`src/rtl/fm6126_init_seq.sv`:
```
// FM6126A-class register-init sequencer: shifts REG1/REG2 words into every
// driver chip of the chain and owns the panel bus while doing so.
module fm6126_init_seq #(
  parameter int          PANEL_WIDTH = 64,
  parameter int          CHAINS      = 1,
  parameter logic [15:0] REG1_VALUE  = 16'h7FFF,
  parameter logic [15:0] REG2_VALUE  = 16'h0040,
  parameter int          REG1_LATCH  = 11,
  parameter int          REG2_LATCH  = 12,
  parameter int          CLK_DIV     = 1,
  parameter int          GAP_CYCLES  = 4,
  parameter bit          AUTO_START  = 1'b1
) (
  input  logic                  clk_in,
  input  logic                  reset,
  input  logic                  start,
  output logic                  mask_en,
  output logic                  clk_out,
  output logic [3*CHAINS-1:0]   rgb1_out,
  output logic [3*CHAINS-1:0]   rgb2_out,
  output logic                  latch_out,
  output logic                  output_enable_out,
  output logic                  busy,
  output logic                  done
);

  if (PANEL_WIDTH < 16 || (PANEL_WIDTH % 16) != 0) begin : g_bad_width
    $error("PANEL_WIDTH must be a multiple of 16 and >= 16");
  end
  if (REG1_LATCH < 1 || REG1_LATCH > PANEL_WIDTH) begin : g_bad_l1
    $error("REG1_LATCH out of range");
  end
  if (REG2_LATCH < 1 || REG2_LATCH > PANEL_WIDTH) begin : g_bad_l2
    $error("REG2_LATCH out of range");
  end
  if (CLK_DIV < 1 || GAP_CYCLES < 1) begin : g_bad_timing
    $error("CLK_DIV and GAP_CYCLES must be >= 1");
  end

  localparam int CW  = $clog2(PANEL_WIDTH);
  localparam int PHW = $clog2(2 * CLK_DIV);
  localparam int GW  = (GAP_CYCLES > 1) ? $clog2(GAP_CYCLES) : 1;

  localparam logic [CW-1:0]  COL_LAST = CW'(PANEL_WIDTH - 1);
  localparam logic [CW-1:0]  L1_FROM  = CW'(PANEL_WIDTH - REG1_LATCH);
  localparam logic [CW-1:0]  L2_FROM  = CW'(PANEL_WIDTH - REG2_LATCH);
  localparam logic [PHW-1:0] PH_LAST  = PHW'(2 * CLK_DIV - 1);
  localparam logic [PHW-1:0] PH_HIGH  = PHW'(CLK_DIV);
  localparam logic [GW-1:0]  G_LAST   = GW'(GAP_CYCLES - 1);

  typedef enum logic [2:0] {
    IDLE, PREP, SHIFT1, GAP1, SHIFT2, GAP2, DONE
  } state_t;

  state_t         state, state_n;
  logic [GW-1:0]  gcnt, gcnt_n;
  logic [CW-1:0]  col, col_n;
  logic [PHW-1:0] ph, ph_n;
  logic           hold;

  // hold keeps the reset interval itself from counting as a PREP cycle
  always_ff @(posedge clk_in or posedge reset) begin
    if (reset) begin
      state <= AUTO_START ? PREP : IDLE;
      gcnt  <= '0;
      col   <= '0;
      ph    <= '0;
      hold  <= 1'b1;
    end else begin
      state <= state_n;
      gcnt  <= gcnt_n;
      col   <= col_n;
      ph    <= ph_n;
      hold  <= 1'b0;
    end
  end

  always_comb begin
    state_n = state;
    gcnt_n  = gcnt;
    col_n   = col;
    ph_n    = ph;
    unique case (state)
      IDLE, DONE: begin
        if (start) begin
          state_n = PREP;
          gcnt_n  = '0;
        end
      end
      PREP, GAP1, GAP2: begin
        if (!hold) begin
          if (gcnt == G_LAST) begin
            gcnt_n = '0;
            col_n  = '0;
            ph_n   = '0;
            if (state == PREP)      state_n = SHIFT1;
            else if (state == GAP1) state_n = SHIFT2;
            else                    state_n = DONE;
          end else begin
            gcnt_n = gcnt + 1'b1;
          end
        end
      end
      SHIFT1, SHIFT2: begin
        if (ph == PH_LAST) begin
          ph_n = '0;
          if (col == COL_LAST) begin
            col_n   = '0;
            gcnt_n  = '0;
            state_n = (state == SHIFT1) ? GAP1 : GAP2;
          end else begin
            col_n = col + 1'b1;
          end
        end else begin
          ph_n = ph + 1'b1;
        end
      end
      default: state_n = IDLE;
    endcase
  end

  logic        act_n, shift_n, data_n, lat_n, clk_n;
  logic [15:0] word;
  logic [CW-1:0] lfrom;
  logic [3:0]  bi;

  // outputs are registered from the next state so they never glitch
  always_comb begin
    act_n   = 1'b0;
    shift_n = 1'b0;
    word    = REG1_VALUE;
    lfrom   = L1_FROM;
    bi      = 4'd15 - col_n[3:0];
    unique case (state_n)
      PREP, GAP1, GAP2: act_n = 1'b1;
      SHIFT1: begin
        act_n   = 1'b1;
        shift_n = 1'b1;
      end
      SHIFT2: begin
        act_n   = 1'b1;
        shift_n = 1'b1;
        word    = REG2_VALUE;
        lfrom   = L2_FROM;
      end
      default: act_n = 1'b0;
    endcase
    data_n = shift_n & word[bi];
    lat_n  = shift_n & (col_n >= lfrom);
    clk_n  = shift_n & (ph_n >= PH_HIGH);
  end

  always_ff @(posedge clk_in or posedge reset) begin
    if (reset) begin
      mask_en           <= AUTO_START;
      output_enable_out <= 1'b1;
      busy              <= 1'b0;
      done              <= 1'b0;
      clk_out           <= 1'b0;
      latch_out         <= 1'b0;
      rgb1_out          <= '0;
      rgb2_out          <= '0;
    end else begin
      mask_en           <= act_n;
      output_enable_out <= act_n;
      busy              <= act_n;
      done              <= (state_n == DONE);
      clk_out           <= clk_n;
      latch_out         <= lat_n;
      rgb1_out          <= {(3 * CHAINS){data_n}};
      rgb2_out          <= {(3 * CHAINS){data_n}};
    end
  end

endmodule

```
`config.mk`:
```
export PLATFORM = sky130hd
export DESIGN_NAME = fm6126_init_seq
export DESIGN_NICKNAME = d
export VERILOG_FILES = /design/src/rtl/fm6126_init_seq.sv
export SDC_FILE = /design/constraint.sdc
export NUM_CORES = 1
export LEC_CHECK = 0
export ABC_AREA = 1
export CAP_MARGIN = 0
export CORE_MARGIN = 2
export CORE_UTILIZATION = 35
export CTS_BUF_LIST = sky130_fd_sc_hd__clkbuf_2
export CTS_CLUSTER_DIAMETER = 60
export DETAILED_ROUTE_END_ITERATION = 10
export GPL_TIMING_DRIVEN = 0
export PLACE_DENSITY_LB_ADDON = 0.1
export SLEW_MARGIN = 20
export SYNTH_ARGS = -nofsm -noshare
export SYNTH_HDL_FRONTEND = slang
export SYNTH_SLANG_ARGS = --single-unit
```
`constraint.sdc`:
```
create_clock -name clk_in -period 2 [get_ports clk_in]
set_input_delay 0.3 -clock clk_in [delete_from_list [all_inputs] [get_ports clk_in]]
set_output_delay 0.3 -clock clk_in [all_outputs]
set_load 0.03 [all_outputs]
```
## Word-level counts from Yosys, hierarchy flattened

Index checks and enable logic that the tools add are counted.

| word-level totals | value |
|---|---|
| output and inout port bits | 12 |
| input bits | 3 |
| bits in registers | 19 |

| operators by class | value |
|---|---|
| magnitude comparators | 3 |
| bitwise logic cells | 3 |
| add/sub/neg operators | 4 |
| muxes and demuxes | 30 |
| reduce and logical (&&, ||, !) cells | 8 |
| eq/ne operators | 18 |

Operators with widths:

| kind | number |
|---|---|
| two-way mux 6 bit | 4 |
| two-way mux 3 bit | 7 |
| equality test 3 bit, second input constant | 6 |
| two-way mux 15 bit | 1 |
| equality test 3 x 2 -> 1 bit, second input constant | 4 |
| two-way mux 2 bit | 6 |
| case mux 6 bit (2 select lines) | 1 |
| case mux 3 bit (3 select lines) | 1 |
| != test 2 bit, second input constant | 4 |
| two-way mux 1 bit | 7 |
| adder 6 x 1 -> 6 bit, second input constant | 1 |
| equality test 3 x 1 -> 1 bit, second input constant | 2 |
| equality test 6 bit, second input constant | 1 |
| >= comparator 6 bit | 1 |
| case mux 2 bit (3 select lines) | 1 |
| OR reduction 2 bit | 3 |
| < comparator 4 x 5 -> 1 bit, second input constant | 1 |
| AND reduction 5 bit | 1 |
| OR reduction 5 bit | 1 |
| binary-select mux 1 bit (select 4 bit) | 1 |
| subtractor 4 bit, first input constant | 1 |
| AND 1 bit | 3 |
| logical NOT 3 bit | 1 |
| nonzero test 3 bit | 1 |
| 6 further kinds | 6 |

## Depth between registers and ports, before layout

Gate-level depths: netlist (run 1).

| logic depth | value |
|---|---|
| depth in word-level cells | 11 |
| depth in mapped cells | 13 |
| depth with buffers taken out | 13 |

## Least setup slack after synthesis (run 1)

Ideal clock, no wire load.

| timing | value |
|---|---|
| path type | reg2reg |
| start point | reg col[1] |
| end point | reg latch_out |
| path buffers | 0 |
| required time | 1881 ps |
| cell stages (with the launch flop) | 13 |
| slack | 196 ps |
| arrival | 1685 ps |
| setup time | 119 ps |
| clock period less this slack | 1804 ps |
| cells stage by stage | dfrtp_1 -> ha_1 -> nand2_1 -> nor2_2 -> nand2_1 -> nand2_1 -> inv_2 -> nand3_1 -> o21ai_0 -> ha_1 -> nand4_1 -> a21oi_1 -> nor2_1 |

| on the way | value |
|---|---|
| elaborated cells between the ends (all ways) | 17 |
| those cells by class | add/sub (1); order compare (1); eq/ne (3); mux (10); bitwise (1); reduce/logical (1) |

RTL lines:

| item | line | RTL |
|---|---|---|
| start, declared | 57 | `logic [CW-1:0] col, col_n;` |
| start signal, assigned | 72 | `col <= col_n;` |
| equality test 6 bit | 107 | `if (col == COL_LAST) begin` |
| two-way mux 6 bit | 107 |  |
| two-way mux 6 bit | 105 | `if (ph == PH_LAST) begin` |
| case mux 6 bit (2 select lines) | 83 | `unique case (state)` |
| via col_n[0] | 57 |  |
| >= comparator 6 bit | 149 | `lat_n = shift_n & (col_n >= lfrom);` |
| AND 1 bit | 149 |  |
| via lat_n | 122 | `logic act_n, shift_n, data_n, lat_n, clk_n;` |
| end signal, assigned | 169 | `latch_out <= lat_n;` |
| end, declared | 21 | `output logic latch_out,` |

The timed path passes the listed nets, and every way through them passes these cells.
A chain may end at the register's enable or synchronous reset.

## Worst setup path after layout (run 1)

| timing | value |
|---|---|
| start point | reg state[0] |
| end point | reg latch_out |

| on the way | value |
|---|---|
| elaborated cells between the ends (all ways) | 27 |
| those cells by class | order compare (1); eq/ne (8); mux (12); bitwise (1); reduce/logical (5) |

RTL lines:

| item | line | RTL |
|---|---|---|
| start, declared | 55 | `state_t state, state_n;` |
| start signal, assigned | 64 | `state <= AUTO_START ? PREP : IDLE;` |
| start signal, assigned | 70 | `state <= state_n;` |
| equality test 3 x 1 -> 1 bit, or another cell as far along | 83 |  |
| OR reduction 3 bit or OR reduction 2 bit (tied branches) | 83 |  |
| case mux 6 bit (2 select lines) * | 83 |  |
| via col_n[0] | 57 |  |
| >= comparator 6 bit * | 149 |  |
| AND 1 bit * | 149 |  |
| via lat_n | 122 |  |

The timed path passes the listed nets; every way through them passes the cells marked *.

==> results of run 1 <==
[cell usage in the layout (no fill, tap or decap), types with 2 or more instances in the layout]
cell type        synthesis  layout
dfrtp_1                 16      14
nand2_4                  3       3
clkbuf_2                 0       3
dfrtp_2                  0       2
o21ai_1                  2       2
dfstp_2                  3       3
inv_2                    7       7
nand2_2                  5       7
buf_4                    6       9
o21ai_0                  4       3
a21oi_2                  2       2
nand3_1                 14      14
a21oi_1                  2       2
clkdlybuf4s50_1          0      13
inv_1                   19      19
nor2_2                   2       3
ha_1                     5       4
nand2_1                 40      38
nor2_1                  14      13
[path summary, 6_finish.rpt]
check                      slack (ns)  cells after the start                  end                from
setup reg to reg                 0.07                     11  latch_out$_DFF_PP0_  state[0]$_DFF_PP1_
min in group clk_in              0.57                      2     col[5]$_DFF_PP0_    col[5]$_DFF_PP0_
setup / recovery                 0.07                     11  latch_out$_DFF_PP0_  state[0]$_DFF_PP1_
hold reg to reg                  0.57                      2     col[5]$_DFF_PP0_    col[5]$_DFF_PP0_
max in group asynchronous        1.10                      2     col[1]$_DFF_PP0_               reset
hold / removal                   0.37                      2       done$_DFF_PP0_               reset
[final cells by class]
type / instances / area (sq um)
Tap cell: 46 / 57.56
Buffer: 6 / 45.04
Fill cell: 351 / 1846
Clock inverter: 1 / 5.005
Sequential cell: 19 / 481.7
Multi-Input combinational cell: 106 / 624.3
Inverter: 26 / 97.59
Clock buffer: 3 / 15.01
Timing Repair Buffer: 17 / 165.2
[timing repair]
| item | 4_1_cts | 5_1_grt |
|---|---|---|
| setup buffers | 1 | 2 |
| pin swaps | 0 | 2 |
| gates resized for setup | 2 | 8 |
| hold buffers | 0 | 0 |
| setup endpoints to repair | 2 | 3 |
[cell usage after synthesis, drive strengths merged]
cell and n:
nand2 48, inv 26, nor2 18, dfrtp 16, nand3 16, buf 6
o21ai 6, a21oi 5, ha 5, dfstp 3, nor3 2, a21boi 1
and2 1, conb 1, nand4 1, o21bai 1, xnor2 1
[state kept, by name, summed over array words and instances, names as in the netlist]
signal	cells
col	6
state	3
gcnt	2
busy	1
clk_out	1
done	1
hold	1
latch_out	1
output_enable_out	1
ph	1
rgb2_out	1
[per-layer routing]
metal | share of wire, % | wire length, microns | up-vias | GRT usage [%]
li1 | - | - | 523 | -
met1 | 48 | 1140 | 469 | 17.53
met2 | 49 | 1167 | 9 | 22.61
met3 | 1.9 | 46 | 4 | 2.321
met4 | 1.4 | 33 | 0 | 5.000
met5 | 0 | 0 | - | 0
[stage by stage]
step	setup TNS [ns]	std cells	util (%)	worst slack [ns]	area [sq um]
final	0	224	44.69	0.07441	1491
after global routing	-0.02005	224	44.69	-0.02005	1491
after CTS	0	222	43.42	0.002780	1449
after detailed placement	-0.1561	217	42.56	-0.1264	1420
after global placement	-0.2038	217	42.56	-0.1472	1420
after floorplan	0	157	-	0.1959	1222
[power by group through the flow]
stage          registers, uW  clock network, uW  logic [uW]
2_1_floorplan            633                  0         678
3_3_place_gp             588                  0         939
3_5_place_dp             590                  0         954
4_1_cts                  578                178         970
5_1_grt                  604                202        1130
6_report                 587                169        1000
[cells by family after synthesis]
kind of cell	Yosys count
AOI/OAI and AO/OA	13
and+or+nand+nor	86
xor gates and xnor gates	1
adders and majority gates	5
other	1
DFF	19
buffers and inverters	32
==> impl_metrics.toml, run 1 <==
[placed_design]
port_buffers = 14
routabilityCongestion = 0.7899
post-dp-hpwl_microns = 1861

[route]
dr.first_iter.drc_count = 23
avgViaCountPerCell = 4.487
num_vias = 1005
drc = 0
drt_wl_total_microns = 2387
first_pass_iters = 5
ant_nets = 0
route.detailed.wl_per_inst_microns = 10.66

[timing]
drv_slew = 0
fmax_mhz = 519.3
worst_pin_slew_ns = 0.7431
finalClockSkew_ns = 0.01456
rsz0062_at_grt = "yes"
setup-violations-final = 0
timing.hold.ws_ns = 0.3739
period_minus_slack_ns = 1.926
fin_crit_sh_pct = 96.28
slew_headroom_pct = 50.41
hold_viol_final = 0

[power_and_ir_drop]
sequentialPowerShare_pct = 33.4
swShare_pct = 46.95
ir_drop_mv = 0.5396
clkPwrFrac_pct = 9.6
power_uw = 1759
p_sw_uw = 825.9
leakagePower_uw = 0.0007229
p_per_area_mw_per_mm2 = 1179
p_int_uw = 933.1
comb_power_share_pct = 57.0

[synth]
synth_compound_gate_area_share_pct = 7.267
yosysUniqueCellTypes = 29
yosys.area_share.simple_pct = 35.72
syn_inst = 157
synth.top_cells.by_area = "dfrtp_1 (33%), nand2_1 (12%), dfstp_2 (6.4%)"
synthAdderAreaFrac_pct = 5.118
avgSynthCellArea_sq_um = 7.786
ys_seq_elements = 19
yosys_warnings = 0
synth_mux_area_share_pct = 0
yosys.area.top_type = "dfrtp_1"
yosys.area_share.xor_xnor_pct = 0.7165
synthesis.nets = 165
synth_top_area_share_pct = 32.75
syn_area_sq_mm = 0.001222
synth_top_family_by_area = "simple AND/OR/NAND/NOR gates"
yosysSeqAreaShare_pct = 39.20

[finish]
final_nets = 187
drive_gt1_share_pct = 26.97
diodes = 0
syn2layout_area_growth_pct = 22.01

[worst_setup_path]
crit_buf_inv = 2
cp_max_fo = 7
crit_type = "reg2reg"
slowest_delay_ns = 0.63
worstPathArrival_ns = 2.17
crit_family = "flip-flops"
path_cells = "inv_2, nand3_1, nand2_1, nand2_1, inv_2, nand3_1, o21ai_2, ha_1, nand4_1, a21oi_1, nor2_1"
start_kind = "flop"
end_kind = "flop"
required_ns = 2.24
cpMaxStageDelayCell = "dfstp_2"

[clock_tree]
clockRootBuffer = "clkbuf_2"
cts_buffers = 3
cts_max_level = 1
clk_pin_slew_ns = 0.20
cts.sinks = 19
worstSkewPairLatency_ns = 0.32
cts_buffer_depth = 2
cts_tree = "yes"

[global_route]
grt_pass1_vias = 967
grt_pass1_wl_microns = 4264
overflow = 0
grt_start_max_net_pins = 20
antenna_found_initial = 0
track_usage_pct = 13.55

[floorplanning]
core-area_sq_mm = 0.003337
die_y_microns = 63.10
io_pins = 15
rows = 21
fp.dieW_microns = 63.10
dieArea_sq_mm = 0.003982
start_util_pct = 36.63

[run]
cap_violations = 0

[outcome]
status = "finished, final reports clean"

[worst_hold_path]
min_path_type = "in2async"
No activity file was read; power rests on OpenSTA's default activity.
==> run 2: changes to the inputs <==
CORE_MARGIN = 5   (was 2)
SKIP_CTS_REPAIR_TIMING = 1   (was unset)
==> run 2 against run 1 <==
Sequential power hardly changed. Via count is 1.1% lower. Design area is 2.8% higher. Maximum frequency is 0.35% higher. Register-to-register slack hardly changed. Power is 4.4% higher. Routed wire length is 2.1% higher. Combinational power is 8% higher. Critical path type is now reg2out. Largest cell class unchanged. Largest power group unchanged.
==> impl_metrics.toml, run 2 (synthesis gave the netlist of run 1 again) <==
[outcome]
status = "finished, final reports clean"

[global_route]
track_usage_pct = 10.57
antenna_found_initial = 0
grt_pass1_vias = 961
grt_pass1_wl_microns = 4133
overflow = 0
grt_start_max_net_pins = 20

[finish]
nFillCells = 360
diodes = 0
seq_area_sq_um = 481.7
drive_gt1_share_pct = 30.39
top_regs = "col: 6 flops, state: 3 flops, gcnt: 2 flops"
syn2layout_area_growth_pct = 25.38
final_cells = 227
multiInputGateArea_sq_um = 640.6
final_common_cell = "nand2_1"
largest_register = "col"
final_nets = 190
largest_register_ff_count = 6
final_cell_mix = "nand2_1 (36), inv_1 (18), nand3_1 (14), dfrtp_1 (14), clkdlybuf4s50_1 (14)"
postLayoutCoreUtil_pct = 45.57

[worst_setup_path]
reg2reg_slack_ns = 0.08
path_cells = "buf_4, clkdlybuf4s50_1"
cpMaxStageDelayCell = "clkdlybuf4s50_1"
worstRegToRegCells = 12
start_kind = "flop"
reg2reg_to = "latch_out$_DFF_PP0_"
slowest_delay_ns = 0.65
worstPathArrival_ns = 1.62
end_kind = "output port"
r2r_start = "col[0]$_DFF_PP0_"
crit_type = "reg2out"
required_ns = 1.70
cp_max_fo = 2

[clock_tree]
cts_max_level = 1
clk_pin_slew_ns = 0.20
clockRootBuffer = "clkbuf_2"
cts_tree = "yes"
cts.sinks = 19
cts_buffer_depth = 2
worstSkewPairLatency_ns = 0.32
cts_buffers = 3

[run]
cap_violations = 0

[placed_design]
routabilityCongestion = 0.7778
dp_slack_ns = -0.1682
post-dp-hpwl_microns = 1865
dpl.cell_count = 217
port_buffers = 14

[route]
drc = 0
dr.first_iter.drc_count = 32
avgViaCountPerCell = 4.379
ant_nets = 0
num_vias = 994
drt_wl_total_microns = 2437
first_pass_iters = 5
route.detailed.wl_per_inst_microns = 10.74

[floorplanning]
rows = 21
start_util_pct = 36.35
core-area_sq_mm = 0.003363
io_pins = 15
fp.dieW_microns = 69.10
dieArea_sq_mm = 0.004775
die_y_microns = 69.10

[timing]
fmax_mhz = 521.1
setup_ws_ns = 0.08109
fin_crit_sh_pct = 95.95
hold_viol_final = 0
worst_pin_slew_ns = 0.7438
timing.hold.ws_ns = 0.3846
setup-violations-final = 0
tns_ns = 0
slew_headroom_pct = 50.36
drv_slew = 0
period_minus_slack_ns = 1.919
finalClockSkew_ns = 0.01017

[power_and_ir_drop]
clkPwrFrac_pct = 9.4
p_int_uw = 967.2
leakagePower_uw = 0.0007351
comb_power_share_pct = 58.7
swShare_pct = 47.34
sequentialPowerShare_pct = 31.9
p_sw_uw = 869.5
ir_drop_mv = 0.5718
p_per_area_mw_per_mm2 = 1198

[worst_hold_path]
min_path_type = "in2async"
[run 2: changes by cell type in the layout (fill, tap and decap cells not counted), sizes merged]
cell,before,now
buf,9,12
clkdlybuf4s50,13,14
dlymetal6s2s,1,0
[run 2: final cells by class]
| cell class | count | area share, % |
|---|---|---|
| buffer | 6 | 2.939 |
| multi-input combinational | 106 | 41.80 |
| inverter | 26 | 6.694 |
| clock inverter | 1 | 0.3265 |
| tap | 46 | 3.755 |
| timing repair buffer | 20 | 12.08 |
| clock buffer | 3 | 0.9796 |
| sequential | 19 | 31.43 |
[run 2: critical path, delay by kind of cell (launching register included)]
kind,cells,cell delay [ns]
buffers and inverters,2,0.74
flip-flops,1,0.56
[run 2: metal layers]
metal / track usage (%) / vias up / share of wire, %
li1: - / 530 / -
met1: 12.69 / 452 / 47
met2: 18.11 / 8 / 50
met3: 1.744 / 4 / 1.7
met4: 5.206 / 0 / 1.8
met5: 0 / - / 0
[run 2: worst max-delay path by stage]
stage,startpoint,to,cells past startpoint
floorplan,col[1]$_DFF_PP0_,latch_out$_DFF_PP0_,12
global placement,col[1]$_DFF_PP0_,latch_out$_DFF_PP0_,12
detailed placement,col[1]$_DFF_PP0_,latch_out$_DFF_PP0_,12
CTS,col[1]$_DFF_PP0_,latch_out$_DFF_PP0_,12
global route,state[0]$_DFF_PP1_,latch_out$_DFF_PP0_,9
finish,output_enable_out$_DFF_PP1_,output_enable_out,2
[run 2: power groups by stage]
| stage | logic [uW] | registers (uW) | clock network (uW) |
|---|---|---|---|
| after global routing | 1190 | 600 | 196 |
| after detailed placement | 962 | 590 | 0 |
| after global placement | 946 | 589 | 0 |
| final | 1080 | 586 | 172 |
| after CTS | 966 | 581 | 180 |
| after floorplan | 678 | 633 | 0 |
[run 2: through the flow]
| stage | area (sq um) | total power (uW) |
|---|---|---|
| floorplan | 1222 | 1312 |
| global placement | 1420 | 1535 |
| detailed placement | 1420 | 1552 |
| CTS | 1440 | 1727 |
| global route | 1533 | 1982 |
| finish | 1533 | 1837 |
==> run 3: changes to the inputs <==
CORE_UTILIZATION = 52   (was 35)
==> run 3 against run 2 <==
Sequential power rose by 3%. Design area fell by 1.1%. Maximum frequency rose by 0.12%. Register-to-register slack improved by 0.03 ns.
==> impl_metrics.toml, run 3 (synthesis gave the netlist of run 1 again) <==
[timing]
hold_viol_final = 0
period_minus_slack_ns = 1.917
tns_ns = 0
fmax_mhz = 521.8
slew_headroom_pct = 53.35
worst_pin_slew_ns = 0.6989
finalClockSkew_ns = 0.01179
setup-violations-final = 0
fin_crit_sh_pct = 95.83
timing.hold.ws_ns = 0.3571
drv_slew = 0

[power_and_ir_drop]
ir_drop_mv = 0.7498
leakagePower_uw = 0.0007344
p_per_area_mw_per_mm2 = 1197

[outcome]
status = "finished, final reports clean"

[finish]
drive_gt1_share_pct = 30.56
multiInputGateArea_sq_um = 655.6
final_nets = 189
final_cells = 208
top_regs = "col: 6 flops, state: 3 flops, gcnt: 2 flops"
nFillCells = 203
seq_area_sq_um = 481.7
postLayoutCoreUtil_pct = 67.84
syn2layout_area_growth_pct = 23.95
largest_register_ff_count = 6
final_cell_mix = "nand2_1 (36), inv_1 (19), dfrtp_1 (14), clkdlybuf4s50_1 (14)"
final_common_cell = "nand2_1"
diodes = 0
largest_register = "col"

[route]
ant_nets = 0
route.detailed.wl_per_inst_microns = 11.76
num_vias = 1033
first_pass_iters = 4
dr.first_iter.drc_count = 39
drt_wl_total_microns = 2447
drc = 0
avgViaCountPerCell = 4.966

[placed_design]
dpl.cell_count = 199
post-dp-hpwl_microns = 1794
routabilityCongestion = 0.8105
port_buffers = 14

[worst_setup_path]
start_kind = "flop"
cp_max_fo = 2
crit_type = "reg2out"
worstPathArrival_ns = 1.62
end_kind = "output port"
required_ns = 1.70

[clock_tree]
cts_buffer_depth = 2
worstSkewPairLatency_ns = 0.31
clk_pin_slew_ns = 0.19
cts_tree = "yes"
clockRootBuffer = "clkbuf_2"
cts_buffers = 3
cts_max_level = 1
cts.sinks = 19

[worst_hold_path]
min_path_type = "in2async"

[global_route]
grt_start_max_net_pins = 20
grt_pass1_vias = 970
track_usage_pct = 15.20
antenna_found_initial = 0
grt_pass1_wl_microns = 4064
overflow = 0

[run]
cap_violations = 0

[floorplanning]
core-area_sq_mm = 0.002233
io_pins = 15
start_util_pct = 54.73
die_y_microns = 58.49
rows = 17
fp.dieW_microns = 58.49
dieArea_sq_mm = 0.003421
-- run 3: cell count changes in the layout (fill, tap and decap cells not counted), sizes merged --
cell,delta
buf,-1
-- run 3: report_power, final --
group / leakage, uW / switching (uW) / internal (uW) / total, uW
Sequential: 0.000244 / 103 / 498 / 601
Clock: 0.0000164 / 123 / 45.3 / 168
Combinational: 0.000474 / 643 / 401 / 1040
Total: 0.000734 / 869 / 944 / 1810
-- run 3: through the flow --
stage	power [uW]	instance area, sq um	setup slack [ns]
finish	1814	1515	0.08346
global route	1975	1515	-0.01675
CTS	1710	1418	-0.1442
detailed placement	1546	1398	-0.1213
global placement	1515	1398	-0.08108
floorplan	1312	1222	0.1959
-- run 3: worst max-delay path: stages, from the launching register on --
cell	delay (ns)
dfstp_2	0.56
buf_4	0.09
clkdlybuf4s50_1	0.66
-- run 3: cell type report --
class	count	area share (%)
Buffer	6	2.973
Clock buffer	3	0.9909
Clock inverter	1	0.3303
Inverter	26	6.606
Multi-Input combinational cell	106	43.27
Sequential cell	19	31.79
Tap cell	28	2.312
Timing Repair Buffer	19	11.73
-- run 3: worst paths after layout --
check	startpoint	endpoint	slack, ns	cells after the start
max reg2reg	col[1]$_DFF_PP0_	latch_out$_DFF_PP0_	0.11	12
min reg2reg	col[5]$_DFF_PP0_	col[5]$_DFF_PP0_	0.56	2
max	output_enable_out$_DFF_PP1_	output_enable_out	0.08	2
min in group clk_in	col[5]$_DFF_PP0_	col[5]$_DFF_PP0_	0.56	2
max in group asynchronous	reset	state[2]$_DFF_PP0_	1.15	2
min	reset	gcnt[1]$_DFFE_PP0P_	0.36	2
-- run 3: metal layers --
layer	wire, microns	vias up	track usage [%]	part of all wire [%]
met2	1322	13	25.52	54
met3	63	4	2.851	2.6
li1	-	524	-	-
met1	1035	492	19.62	42
met4	25	0	4.967	1.0
met5	0	-	0	0
==> edit 1: new RTL, settings of run 2 <==
The 7 states of `state_t` get a one-hot encoding in 7 bits.
--- a/src/rtl/fm6126_init_seq.sv
+++ b/src/rtl/fm6126_init_seq.sv
@@ -49,6 +49,6 @@
   localparam logic [GW-1:0]  G_LAST   = GW'(GAP_CYCLES - 1);
 
-  typedef enum logic [2:0] {
-    IDLE, PREP, SHIFT1, GAP1, SHIFT2, GAP2, DONE
+  typedef enum logic [6:0] {
+    IDLE = 7'b0000001, PREP = 7'b0000010, SHIFT1 = 7'b0000100, GAP1 = 7'b0001000, SHIFT2 = 7'b0010000, GAP2 = 7'b0100000, DONE = 7'b1000000
   } state_t;
 
Formal check against the unedited RTL: no difference found for any inputs over 10 cycles, from zero or initial values and one cycle with reset high; not proved beyond that.
==> edit 1 against run 2 <==
- the run now ends with setup timing left
- global-route usage rose by 2.8 points
- sequential share of layout area fell by 1.5 points
- setup slack got worse by 400 ps
- synthesized area rose by 24%
- first-iteration DRC count rose by 97%
- wire length rose by 45%
- final area rose by 26%
- critical path type is now flip-flop to flip-flop
- sequential cell count rose by 4
- worst hold slack improved by 50 ps
Power is not compared: it rests on default switching activity, and its combinational part moved more than twofold at a synthesized area within 25%.
==> edit 1: results (changes against run 2) <==
[run_status]
status = finished with violations
violations = setup timing

[setup_path]
crit_start = state[4]
reg2reg_depth = 19  ; +7
cp_top_family = simple AND/OR/NAND/NOR gates
slowest_delay_ps = 450  ; -200 ps
path_max_fanout = 5  ; +3
cpMaxStageDelayCell = dfrtp_1
critPathArrivalTime_ps = 2590  ; +970 ps

[placed_design]
dpl_cell_area_mm2 = 0.00174  ; +22%
hpwl_um = 2680  ; +44%

[route]
wl_per_cell_um = 12.3  ; +15%
via_count = 1330  ; +34%
firstDrtPassIters = 4  ; -1
drt_iter0_markers = 63  ; +97%

[final_layout]
stdcell_count = 287  ; +26%
n_fill_cell = 441  ; +23%
largest-register = state
largest_registers = state x7, col x6, gcnt x2
final_layout_size_suffix_gt1_frac = 0.340  ; +0.0366

[sta]
skew_ps = 7.30  ; -2.87 ps
worstMarginPinSlew_ps = 921  ; +177 ps
setup_viol = 2  ; +2
final.setup.worst_slack_ps = -323  ; -404 ps

[logic_synthesis]
synth_top_cells_by_area = dfrtp_1 (33%), nand2_1 (11%), nor2_1 (5.4%)
synth_nets = 209  ; +27%
synthArstFlopShare = 1.00  ; unchanged
synthDistinctLibCells = 32  ; +10%
ys_top_cells_by_count = nand2_1 (45), nor2_1 (22), dfrtp_1 (20)
syn_area_per_cell_um2 = 7.55  ; -3.0%
synth_seq_area_share = 0.382  ; -0.0103

[grt]
grt_pass1_wl_um = 5840  ; +41%
grt.total_usage = 0.133  ; +0.0278
grt_max_degree = 24  ; +20%
antenna_found_initial = 0  ; unchanged

[clocking]
path_clk_slew_ps = 220  ; +20 ps

[power]
p_sw_uw = 485

==> edit 1: cell type report <==
| type | count | area (um^2) | area share |
|---|---|---|---|
| multi-input combinational | 136 | 811 | 0.419 |
| sequential | 23 | 579 | 0.300 |
| timing repair buffer | 30 | 273 | 0.141 |
| inverter | 34 | 128 | 0.0660 |
| tap | 52 | 65.1 | 0.0337 |
| buffer | 8 | 57.6 | 0.0298 |
| clock buffer | 3 | 15.0 | 0.00777 |
| clock inverter | 1 | 5.00 | 0.00259 |
==> edit 1: through the flow <==
stage	hold slack, ps	setup TNS (ps)	worst slack (ps)	util
after floorplan	300	-145	-145	-
after global placement	466	-579	-401	0.404
after detailed placement	494	-593	-405	0.404
after CTS	451	-614	-416	0.409
after global routing	485	-1110	-515	0.450
final	434	-460	-323	0.450
==> edit 1: worst paths after layout <==
path                              to
setup / recovery           latch_out
hold / removal              state[4]
setup reg to reg           latch_out
hold reg to reg              gcnt[1]
max in group asynchronous    clk_out
min in group clk_in          gcnt[1]
==> edit 1: kinds of logic (layout without fill, tap and decap cells) <==
kind of cell,count (synthesis),in the layout,share of synthesized area
AND/OR/NAND/NOR,104,104,0.339
buffers and inverters,42,76,0.122
AO/OA/AOI/OAI,24,24,0.102
flip-flops,23,23,0.382
adder cells (fa/ha/maj),5,5,0.0412
XOR/XNOR,2,2,0.0115
other,1,1,0.00247
==> edit 1: metal layers <==
| metal | vias up | share of wire | global-route usage |
|---|---|---|---|
| met5 | - | 0 | 0 |
| met3 | 2 | 0.014 | 0.0158 |
| met4 | 0 | 0.0065 | 0.0408 |
| met2 | 5 | 0.51 | 0.231 |
| li1 | 679 | - | - |
| met1 | 644 | 0.47 | 0.173 |
==> edit 2: new RTL, flow settings as in run 2 <==
Without the edit above. `AUTO_START`: 1'b1 -> 1'b0.
--- a/src/rtl/fm6126_init_seq.sv
+++ b/src/rtl/fm6126_init_seq.sv
@@ -10,5 +10,5 @@
   parameter int          CLK_DIV     = 1,
   parameter int          GAP_CYCLES  = 4,
-  parameter bit          AUTO_START  = 1'b1
+  parameter bit          AUTO_START  = 1'b0
 ) (
   input  logic                  clk_in,
Function: changed (Yosys sat finds a counterexample within 4 cycles, from zero or initial values and one cycle with reset high).
==> edit 2 against run 2 <==
- wire length fell by 0.62%
- clock power fell by 3%
- sequential cell count did not move
- synthesized area fell by 0.10%
- worst hold slack got worse by 4.1 ps
- final area fell by 2.7%
- synthesized cell count did not move
- critical path type is now flip-flop to flip-flop
- die area barely moved
- power fell by 4.5%
- largest cell class unchanged
- setup slack got worse by 7.1 ps
==> edit 2: results (changes against run 2) <==
[grt]
antenna_found_initial = 0  ; unchanged
grt.total_usage = 0.107  ; +0.00128
grt_max_degree = 20  ; unchanged
grt_pass1_wl_um = 4240  ; +2.5%
grt_pass1_vias = 964  ; +0.31%

[logic_synthesis]
ys_top_cells_by_count = nand2_1 (40), inv_1 (19), dfrtp_1 (17)
synthArstFlopShare = 1.00  ; unchanged
synth_top_cells_by_area = dfrtp_1 (35%), nand2_1 (12%), inv_1 (5.8%)
synth_compound_area_frac = 0.0727  ; +0.0000745
synth_nets = 165  ; unchanged
synth_edf_count = 0  ; unchanged
ys_warn_count = 0  ; unchanged
synth_seq_area_share = 0.391  ; -0.000623
yosys.area_share.adder = 0.0512  ; +0.0000524
synth_most_common_cell = nand2_1
syn_inst = 157  ; unchanged
synthXorXnorAreaFrac = 0.00717  ; +0.00000734

[setup_path]
cpMaxStageDelayCell = dfrtp_1
worstReg2RegEnd = latch_out
path_class = flip-flop to flip-flop
ff2ff_setup_slack_ps = 70
critPathArrivalTime_ps = 2150  ; +530 ps
worstReg2RegStart = gcnt[0]
reg2reg_depth = 10  ; -2
cp_top_family = simple AND/OR/NAND/NOR gates
slowest_delay_ps = 440  ; -210 ps
path_max_fanout = 5  ; +3

[final_layout]
final_layout_size_suffix_gt1_frac = 0.277  ; -0.0270
largest_registers = col x6, state x3, gcnt x2
stdcell_count = 223  ; -1.8%
final_nets = 186  ; -2.1%
area_growth_syn_to_layout_pct = 22.1
antenna_cells = 0  ; unchanged
n_fill_cell = 357  ; -0.83%

[run_status]
status = finished clean

[sta]
skew_ps = 4.48  ; -5.69 ps
fin_crit_ps = 1930  ; +7.12 ps
worstMarginPinSlew_ps = 718  ; -25.7 ps
timing.hold.ws_ps = 381  ; -4.05 ps

[placed_design]
numPortBuffers = 14  ; unchanged
dpl_cell_area_mm2 = 0.00142  ; about the same
dp_slack_ps = -169  ; -0.338 ps
hpwl_um = 1910  ; +2.2%
routabilityCongestion = 0.777  ; -0.15%

[route]
firstDrtPassIters = 4  ; -1
wl_per_cell_um = 10.9  ; +1.2%
via_per_inst = 4.44  ; +1.5%
drt_iter0_markers = 38  ; +19%

[clocking]
clk_latency_ps = 300  ; -20 ps
htreeDepth = 1  ; unchanged
path_clk_slew_ps = 190

[power]
switching_share = 0.479  ; +0.00519
power.static_leakage_nw = 0.733  ; -0.34%
peakVddDrop_uv = 510  ; -11%

edit 2: changes by cell type after synthesis:
cell | before | now
dfrtp_1 | 16 | 17
dfstp_2 | 3 | 2
edit 2: area by class of cell:
class | instances | share of cell area
tap | 46 | 0.0386
sequential | 19 | 0.322
multi-input combinational | 106 | 0.426
buffer | 6 | 0.0302
clock buffer | 3 | 0.0101
clock inverter | 1 | 0.00336
inverter | 26 | 0.0654
timing repair buffer | 16 | 0.104
edit 2: power by group through the flow:
stage | Combinational, mW | Clock, mW | Sequential (mW)
after CTS | 0.962 | 0.178 | 0.576
after global placement | 0.945 | 0 | 0.582
final | 1.00 | 0.166 | 0.582
after detailed placement | 0.962 | 0 | 0.584
after floorplan | 0.677 | 0 | 0.626
after global routing | 1.12 | 0.191 | 0.598
edit 2: layer usage:
| metal | GRT usage | share of wire |
|---|---|---|
| met4 | 0.0412 | 0.0087 |
| met5 | 0 | 0 |
| met3 | 0.0174 | 0.017 |
| met1 | 0.136 | 0.45 |
| met2 | 0.180 | 0.52 |
